$ cat src/rtl/button_debounce.sv
// Debounces a raw button input: two-flop synchroniser followed by a stability filter FSM.
// Optional long-press pulse is built when BUTTON_DEBOUNCE_LONG_PRESS_EN is defined.
module button_debounce #(
    parameter int STABLE_CYCLES = 16,
`ifdef BUTTON_DEBOUNCE_LONG_PRESS_EN
    parameter int LONG_CYCLES   = 1000,
`endif
    parameter int CNT_W         = 16
) (
    input  logic clk,
    input  logic reset_n,
    input  logic en,
    input  logic in,
    output logic out,
    output logic changed
`ifdef BUTTON_DEBOUNCE_LONG_PRESS_EN
    ,
    output logic long_press
`endif
);

    typedef enum logic [1:0] {
        LO     = 2'd0,
        CHK_HI = 2'd1,
        HI     = 2'd2,
        CHK_LO = 2'd3
    } state_t;

    localparam logic [CNT_W-1:0] CNT_ZERO = {CNT_W{1'b0}};
    localparam logic [CNT_W-1:0] CNT_ONE  = CNT_W'(1);
    localparam logic [CNT_W-1:0] CNT_LAST = CNT_W'(STABLE_CYCLES - 1);

    state_t           state_r, state_s;
    logic             s1_r, s2_r;
    logic [CNT_W-1:0] cnt_r, cnt_s;
    logic             out_r, out_s;
    logic             changed_r, changed_s;

    // Two-flop synchroniser, free-running regardless of en
    always_ff @(posedge clk or negedge reset_n) begin
        if (!reset_n) begin
            s1_r <= 1'b0;
            s2_r <= 1'b0;
        end else begin
            s1_r <= in;
            s2_r <= s1_r;
        end
    end

    // Filter next-state: any sample agreeing with out drops back to the stable state
    always_comb begin
        state_s   = state_r;
        cnt_s     = cnt_r;
        out_s     = out_r;
        changed_s = 1'b0;
        if (!en) begin
            state_s = out_r ? HI : LO;
            cnt_s   = CNT_ZERO;
        end else begin
            case (state_r)
                LO: begin
                    if (s2_r) begin
                        state_s = CHK_HI;
                        cnt_s   = CNT_ONE;
                    end else begin
                        state_s = LO;
                        cnt_s   = CNT_ZERO;
                    end
                end
                CHK_HI: begin
                    if (!s2_r) begin
                        state_s = LO;
                        cnt_s   = CNT_ZERO;
                    end else if (cnt_r == CNT_LAST) begin
                        state_s   = HI;
                        cnt_s     = CNT_ZERO;
                        out_s     = 1'b1;
                        changed_s = 1'b1;
                    end else begin
                        cnt_s = cnt_r + CNT_ONE;
                    end
                end
                HI: begin
                    if (!s2_r) begin
                        state_s = CHK_LO;
                        cnt_s   = CNT_ONE;
                    end else begin
                        state_s = HI;
                        cnt_s   = CNT_ZERO;
                    end
                end
                CHK_LO: begin
                    if (s2_r) begin
                        state_s = HI;
                        cnt_s   = CNT_ZERO;
                    end else if (cnt_r == CNT_LAST) begin
                        state_s   = LO;
                        cnt_s     = CNT_ZERO;
                        out_s     = 1'b0;
                        changed_s = 1'b1;
                    end else begin
                        cnt_s = cnt_r + CNT_ONE;
                    end
                end
                default: begin
                    state_s = LO;
                    cnt_s   = CNT_ZERO;
                    out_s   = 1'b0;
                end
            endcase
        end
    end

    // Filter state, counter and registered outputs
    always_ff @(posedge clk or negedge reset_n) begin
        if (!reset_n) begin
            state_r   <= LO;
            cnt_r     <= CNT_ZERO;
            out_r     <= 1'b0;
            changed_r <= 1'b0;
        end else begin
            state_r   <= state_s;
            cnt_r     <= cnt_s;
            out_r     <= out_s;
            changed_r <= changed_s;
        end
    end

    assign out     = out_r;
    assign changed = changed_r;

`ifdef BUTTON_DEBOUNCE_LONG_PRESS_EN
    localparam logic [CNT_W-1:0] HOLD_MAX = CNT_W'(LONG_CYCLES);

    logic [CNT_W-1:0] hold_cnt_r, hold_cnt_s;
    logic             long_press_r, long_press_s;

    // Hold counter saturates so the pulse fires once; only an out edge or en=0 re-arms it
    always_comb begin
        hold_cnt_s   = hold_cnt_r;
        long_press_s = 1'b0;
        if (!en) begin
            hold_cnt_s = CNT_ZERO;
        end else if (changed_s) begin
            hold_cnt_s = CNT_ZERO;
        end else if ((state_r == HI) || (state_r == CHK_LO)) begin
            if (hold_cnt_r != HOLD_MAX) begin
                hold_cnt_s   = hold_cnt_r + CNT_ONE;
                long_press_s = (hold_cnt_r == (HOLD_MAX - CNT_ONE));
            end else begin
                hold_cnt_s = hold_cnt_r;
            end
        end else begin
            hold_cnt_s = hold_cnt_r;
        end
    end

    // Long-press counter and registered pulse
    always_ff @(posedge clk or negedge reset_n) begin
        if (!reset_n) begin
            hold_cnt_r   <= CNT_ZERO;
            long_press_r <= 1'b0;
        end else begin
            hold_cnt_r   <= hold_cnt_s;
            long_press_r <= long_press_s;
        end
    end

    assign long_press = long_press_r;
`endif

endmodule

$ cat config.mk
export PLATFORM = sky130hd
export DESIGN_NAME = button_debounce
export DESIGN_NICKNAME = d
export VERILOG_FILES = /design/src/rtl/button_debounce.sv
export SDC_FILE = /design/constraint.sdc
export NUM_CORES = 1
export LEC_CHECK = 0
export ABC_AREA = 1
export BUFFER_PORTS_ARGS = -buffer_cell sky130_fd_sc_hd__buf_4
export CORE_MARGIN = 2
export CORE_UTILIZATION = 59
export DETAILED_ROUTE_END_ITERATION = 7
export GPL_ROUTABILITY_DRIVEN = 0
export PLACE_DENSITY = 0.82
export SYNTH_ARGS = -nofsm -noshare
export SYNTH_HDL_FRONTEND = slang
export SYNTH_SLANG_ARGS = --single-unit
$ cat constraint.sdc
create_clock -name clk -period 1.45 [get_ports clk]
set_input_delay 0.29 -clock clk [delete_from_list [all_inputs] [get_ports clk]]
set_output_delay 0.29 -clock clk [all_outputs]
set_load 0.05 [all_outputs]
==> flow_summary.html <==
<table>
<tr><th>Metric</th><th>Value</th></tr>
<tr><th colspan="2">Synthesis</th></tr>
<tr><td>Most used DFF post-synth</td><td>sky130_fd_sc_hd__dfrtp_1</td></tr>
<tr><td>Top cell type's share of synthesized area</td><td>45.2%</td></tr>
<tr><td>Number of warnings printed during yosys synthesis</td><td>0</td></tr>
<tr><td>Biggest area contributors in the synthesized netlist</td><td>sky130_fd_sc_hd__dfrtp_1 45%, sky130_fd_sc_hd__nand2_1 11%, sky130_fd_sc_hd__nor2_1 6.2%</td></tr>
<tr><td>Number of enable-type register cells in the synthesized netlist</td><td>0</td></tr>
<tr><td>Library cells used by synthesis</td><td>26</td></tr>
<tr><td>Number of cells produced by synthesis</td><td>between 100 and 150</td></tr>
<tr><td>Netlist area before placement</td><td>approximately 1200 µm²</td></tr>
<tr><td>#FFs+latches synth</td><td>22</td></tr>
<tr><td>Mapped Avg Cell Area</td><td>between 8 and 9 µm²</td></tr>
<tr><td>Net Count, Synth</td><td>between 150 and 200</td></tr>
<tr><td>Share of flip-flops with an asynchronous set or reset</td><td>100%</td></tr>
<tr><td>Share of the yosys chip area belonging to registers</td><td>about 45%</td></tr>
<tr><td>Area leader, netlist</td><td>sky130_fd_sc_hd__dfrtp_1</td></tr>
<tr><th colspan="2">Detailed routing</th></tr>
<tr><td>Final ANT Viol Nets</td><td>0</td></tr>
<tr><td>Number of DRC violations after detailed-routing iteration 0</td><td>28</td></tr>
<tr><td>Drt via density</td><td>around 5.2</td></tr>
<tr><td>Via count</td><td>about 1000</td></tr>
<tr><td>Initial DRT Pass Iterations</td><td>4</td></tr>
<tr><td>Final wirelength</td><td>roughly 2600 µm</td></tr>
<tr><td>Average wire per cell in the routed design</td><td>roughly 13 µm</td></tr>
<tr><td>Number of DRC violations after detailed routing</td><td>0</td></tr>
<tr><th colspan="2">Global routing</th></tr>
<tr><td>Global-route wire length before repair</td><td>slightly above 4000 µm</td></tr>
<tr><td>Total grt overflow</td><td>0</td></tr>
<tr><td>Largest net degree at the start of global routing</td><td>23</td></tr>
<tr><td>Antenna violations before repair</td><td>0</td></tr>
<tr><td>Vias in the first global route</td><td>950</td></tr>
<tr><td>Total GRT Usage</td><td>~22%</td></tr>
<tr><th colspan="2">Clocking</th></tr>
<tr><td>Number of H-tree levels</td><td>1</td></tr>
<tr><td>Number of CTS-inserted buffers</td><td>3</td></tr>
<tr><td>CTS tree</td><td>yes</td></tr>
<tr><td>Clock insertion delay at the later pin of the skew report</td><td>roughly 0.32 ns</td></tr>
<tr><td>Clock Pin Slew Worst Setup and Hold Paths</td><td>between 0.1 and 0.15 ns</td></tr>
<tr><td>Total clock sinks</td><td>22</td></tr>
<tr><td>Clock tree root buffer cell</td><td>sky130_fd_sc_hd__clkbuf_4</td></tr>
<tr><td>Clk buf depth</td><td>2</td></tr>
<tr><th colspan="2">STA</th></tr>
<tr><td>Shortest period the worst path allows</td><td>roughly 1.4 ns</td></tr>
<tr><td>Max-slew headroom at the worst pin</td><td>just over 80%</td></tr>
<tr><td>Final setup violation count</td><td>0</td></tr>
<tr><td>Setup skew after layout</td><td>roughly 0.013 ns</td></tr>
<tr><td>Final max-slew violation count</td><td>0</td></tr>
<tr><td>Post-route setup slack</td><td>between 0.04 and 0.05 ns</td></tr>
<tr><td>Maximum operating frequency</td><td>slightly above 700 MHz</td></tr>
<tr><td>Slew at the pin closest to its max-slew limit</td><td>slightly below 0.3 ns</td></tr>
<tr><td>Count of final hold-check violations</td><td>0</td></tr>
<tr><td>Ratio of final minimum period to clock period</td><td>97.0%</td></tr>
<tr><th colspan="2">Hold path</th></tr>
<tr><td>Critical hold path startpoint</td><td>in</td></tr>
<tr><td>Worst min-delay path class</td><td>in -&gt; reg</td></tr>
<tr><td>Hold path cells</td><td>1</td></tr>
<tr><th colspan="2">Flow run</th></tr>
<tr><td>Max-capacitance violation count</td><td>0</td></tr>
<tr><th colspan="2">Layout</th></tr>
<tr><td>Nets</td><td>171</td></tr>
<tr><td>Number of non-filler instances in the completed layout</td><td>192</td></tr>
<tr><td>Final design area excluding fillers</td><td>approximately 1400 µm²</td></tr>
<tr><td>Area growth from synthesis to layout</td><td>16.7%</td></tr>
<tr><td>Antenna fix cells</td><td>0</td></tr>
<tr><td>Share of post-route cells with drive strength above 1</td><td>28.5%</td></tr>
<tr><td>Layout Utilization</td><td>roughly 73%</td></tr>
<tr><td>Total of fill cells in the finished design</td><td>169</td></tr>
<tr><th colspan="2">Power and ir drop</th></tr>
<tr><td>Worst supply voltage drop on vdd</td><td>~0.00063 V</td></tr>
<tr><td>Power density over cell area</td><td>just under 900 nW/µm²</td></tr>
<tr><td>Total Power</td><td>0.00127 W</td></tr>
<tr><td>Standby leakage power</td><td>approximately 0.63 nW</td></tr>
<tr><th colspan="2">Placement</th></tr>
<tr><td>IO Port Bufs</td><td>5</td></tr>
<tr><td>HPWL Detailed</td><td>approximately 1800 µm</td></tr>
<tr><td>Post-Place Cells</td><td>~180</td></tr>
<tr><td>Pre-CTS worst setup slack</td><td>0.0389 ns</td></tr>
<tr><td>Placed instance area</td><td>about 1300 µm²</td></tr>
<tr><th colspan="2">Die</th></tr>
<tr><td>Placeable core region</td><td>1960 µm²</td></tr>
<tr><td>Number of ports placed on the die boundary</td><td>6</td></tr>
<tr><td>Die width</td><td>between 40 and 50 µm</td></tr>
<tr><td>Starting utilization of the core area</td><td>62.1%</td></tr>
<tr><td>Die Span Y</td><td>49.5 µm</td></tr>
<tr><td>Number of placement rows</td><td>16</td></tr>
<tr><td>Die ar.</td><td>between 2000 and 2500 µm²</td></tr>
<tr><th colspan="2">Worst setup path</th></tr>
<tr><td>Worst Path Required</td><td>~1.7 ns</td></tr>
<tr><td>Critical path peak fanout</td><td>3</td></tr>
<tr><td>Reg-to-reg setup timing slack</td><td>0.04 ns</td></tr>
<tr><td>Sequence of cells on the critical path</td><td>ha_2 -&gt; nand3_2 -&gt; inv_1 -&gt; nand2_2 -&gt; nor2_4 -&gt; nand3_1 -&gt; nand2_1 -&gt; nor2_1</td></tr>
<tr><td>Worst setup path end</td><td>cnt_r[12]</td></tr>
<tr><td>Destination of the worst register-to-register timing path</td><td>cnt_r[12]</td></tr>
<tr><td>CP arrival</td><td>~1.6 ns</td></tr>
<tr><td>Biggest cell delay along the critical path</td><td>roughly 0.39 ns</td></tr>
<tr><td>Beginning of the worst register-to-register path</td><td>cnt_r[1]</td></tr>
<tr><td>CP Launch Type</td><td>flop</td></tr>
<tr><td>Crit Path Class</td><td>reg -&gt; reg</td></tr>
<tr><td>Critical path capture point type</td><td>flop</td></tr>
<tr><td>Max stage delay cell, worst path</td><td>sky130_fd_sc_hd__dfrtp_1</td></tr>
<tr><td>Worst reg2reg path depth</td><td>8</td></tr>
<tr><td>Crit. Startpoint</td><td>cnt_r[1]</td></tr>
<tr><th colspan="2">Status</th></tr>
<tr><td>Outcome</td><td>completed</td></tr>
</table>
## per-layer routing
layer | vias up | wire [µm] | track usage (%)
met2 | 21 | 1370 | 38.7
met1 | 482 | 1120 | 26.8
met3 | 3 | 43 | 3.94
met4 | 0 | 22 | 11.6
li1 | 491 | - | -
met5 | - | 0 | 0
## registers in the layout, summed over array words and instances, names as in the netlist, named ones only
signal   count
cnt_r       16
s1_r         1
state_r      1
s2_r         1
changed      1
out          1
## timing repair
action,4_1_cts,5_1_grt
endpoints found under the hold margin,22,0
buffers inserted,0,6
gates resized for setup,0,4
hold buffers,1,0
endpoints found under the setup margin,0,11
## kinds of logic after synthesis
group / share of synthesized area, %
AND/OR/NAND/NOR: 38.0
AO/OA/AOI/OAI: 4.72
adder cells (fa/ha/maj): 1.03
XOR/XNOR: 2.88
buffers and inverters: 8.21
flip-flops: 45.2
## through the flow
step	TNS (ns)	hold slack [ns]
floorplan	0	-0.00559
finish	0	0.0655
global route	-0.119	0.0514
detailed placement	0	0.196
CTS	0	0.0646
global placement	0	0.193
## area by class of cell
cell class | instances | area [µm²] | area share, %
Multi-Input combinational cell | 104 | 584 | 41.1
Sequential cell | 22 | 552 | 38.8
Timing Repair Buffer | 14 | 120 | 8.44
Inverter | 21 | 80.1 | 5.63
Tap cell | 27 | 33.8 | 2.37
Clock inverter | 1 | 30.0 | 2.11
Clock buffer | 3 | 22.5 | 1.58
## cell usage after synthesis (2+ instances only)
master / count
sky130_fd_sc_hd__nand2_1: 36
sky130_fd_sc_hd__dfrtp_1: 22
sky130_fd_sc_hd__nor2_1: 20
sky130_fd_sc_hd__inv_1: 19
sky130_fd_sc_hd__nor2_2: 10
sky130_fd_sc_hd__nand3_1: 5
sky130_fd_sc_hd__nor2_4: 4
sky130_fd_sc_hd__a21oi_1: 3
sky130_fd_sc_hd__nand2_2: 3
sky130_fd_sc_hd__nor3_2: 3
sky130_fd_sc_hd__xor2_1: 3
sky130_fd_sc_hd__nand2_4: 2
sky130_fd_sc_hd__nand3_2: 2
sky130_fd_sc_hd__nor3_1: 2
sky130_fd_sc_hd__o21ai_0: 2
sky130_fd_sc_hd__o21ai_1: 2
## worst max-delay path, delay by kind of cell, from the launching register on
family | cells | cell delay (ns)
fa+ha+maj | 1 | 0.22
simple gates | 6 | 0.56
flops | 1 | 0.39
buf+inv | 1 | 0.13
## where the power goes
group          total (W)  internal (W)  switching [W]
logic           0.000143     0.0000553      0.0000876
clock network   0.000474      0.000280       0.000194
registers       0.000648      0.000633      0.0000154
total            0.00127      0.000968       0.000297
## worst min path at each step
stage,slack [ns],to
detailed placement,0.20,cnt_r[15]
global placement,0.19,cnt_r[7]
global route,0.05,s1_r
CTS,0.06,s1_r
floorplan,-0.006,asynchronous set/reset pin
finish,0.07,s1_r
## layout by cell type, fill, tap and decap left out, types with 3 or more instances in the layout
cell,count
sky130_fd_sc_hd__a21oi_1,3
sky130_fd_sc_hd__buf_4,12
sky130_fd_sc_hd__clkbuf_4,3
sky130_fd_sc_hd__dfrtp_1,21
sky130_fd_sc_hd__inv_1,19
sky130_fd_sc_hd__nand2_1,36
sky130_fd_sc_hd__nand2_2,3
sky130_fd_sc_hd__nand3_1,5
sky130_fd_sc_hd__nor2_1,20
sky130_fd_sc_hd__nor2_2,9
sky130_fd_sc_hd__nor2_4,5
sky130_fd_sc_hd__nor3_2,3
sky130_fd_sc_hd__xor2_1,3
Note: power is estimated with default switching activity, not from simulation.
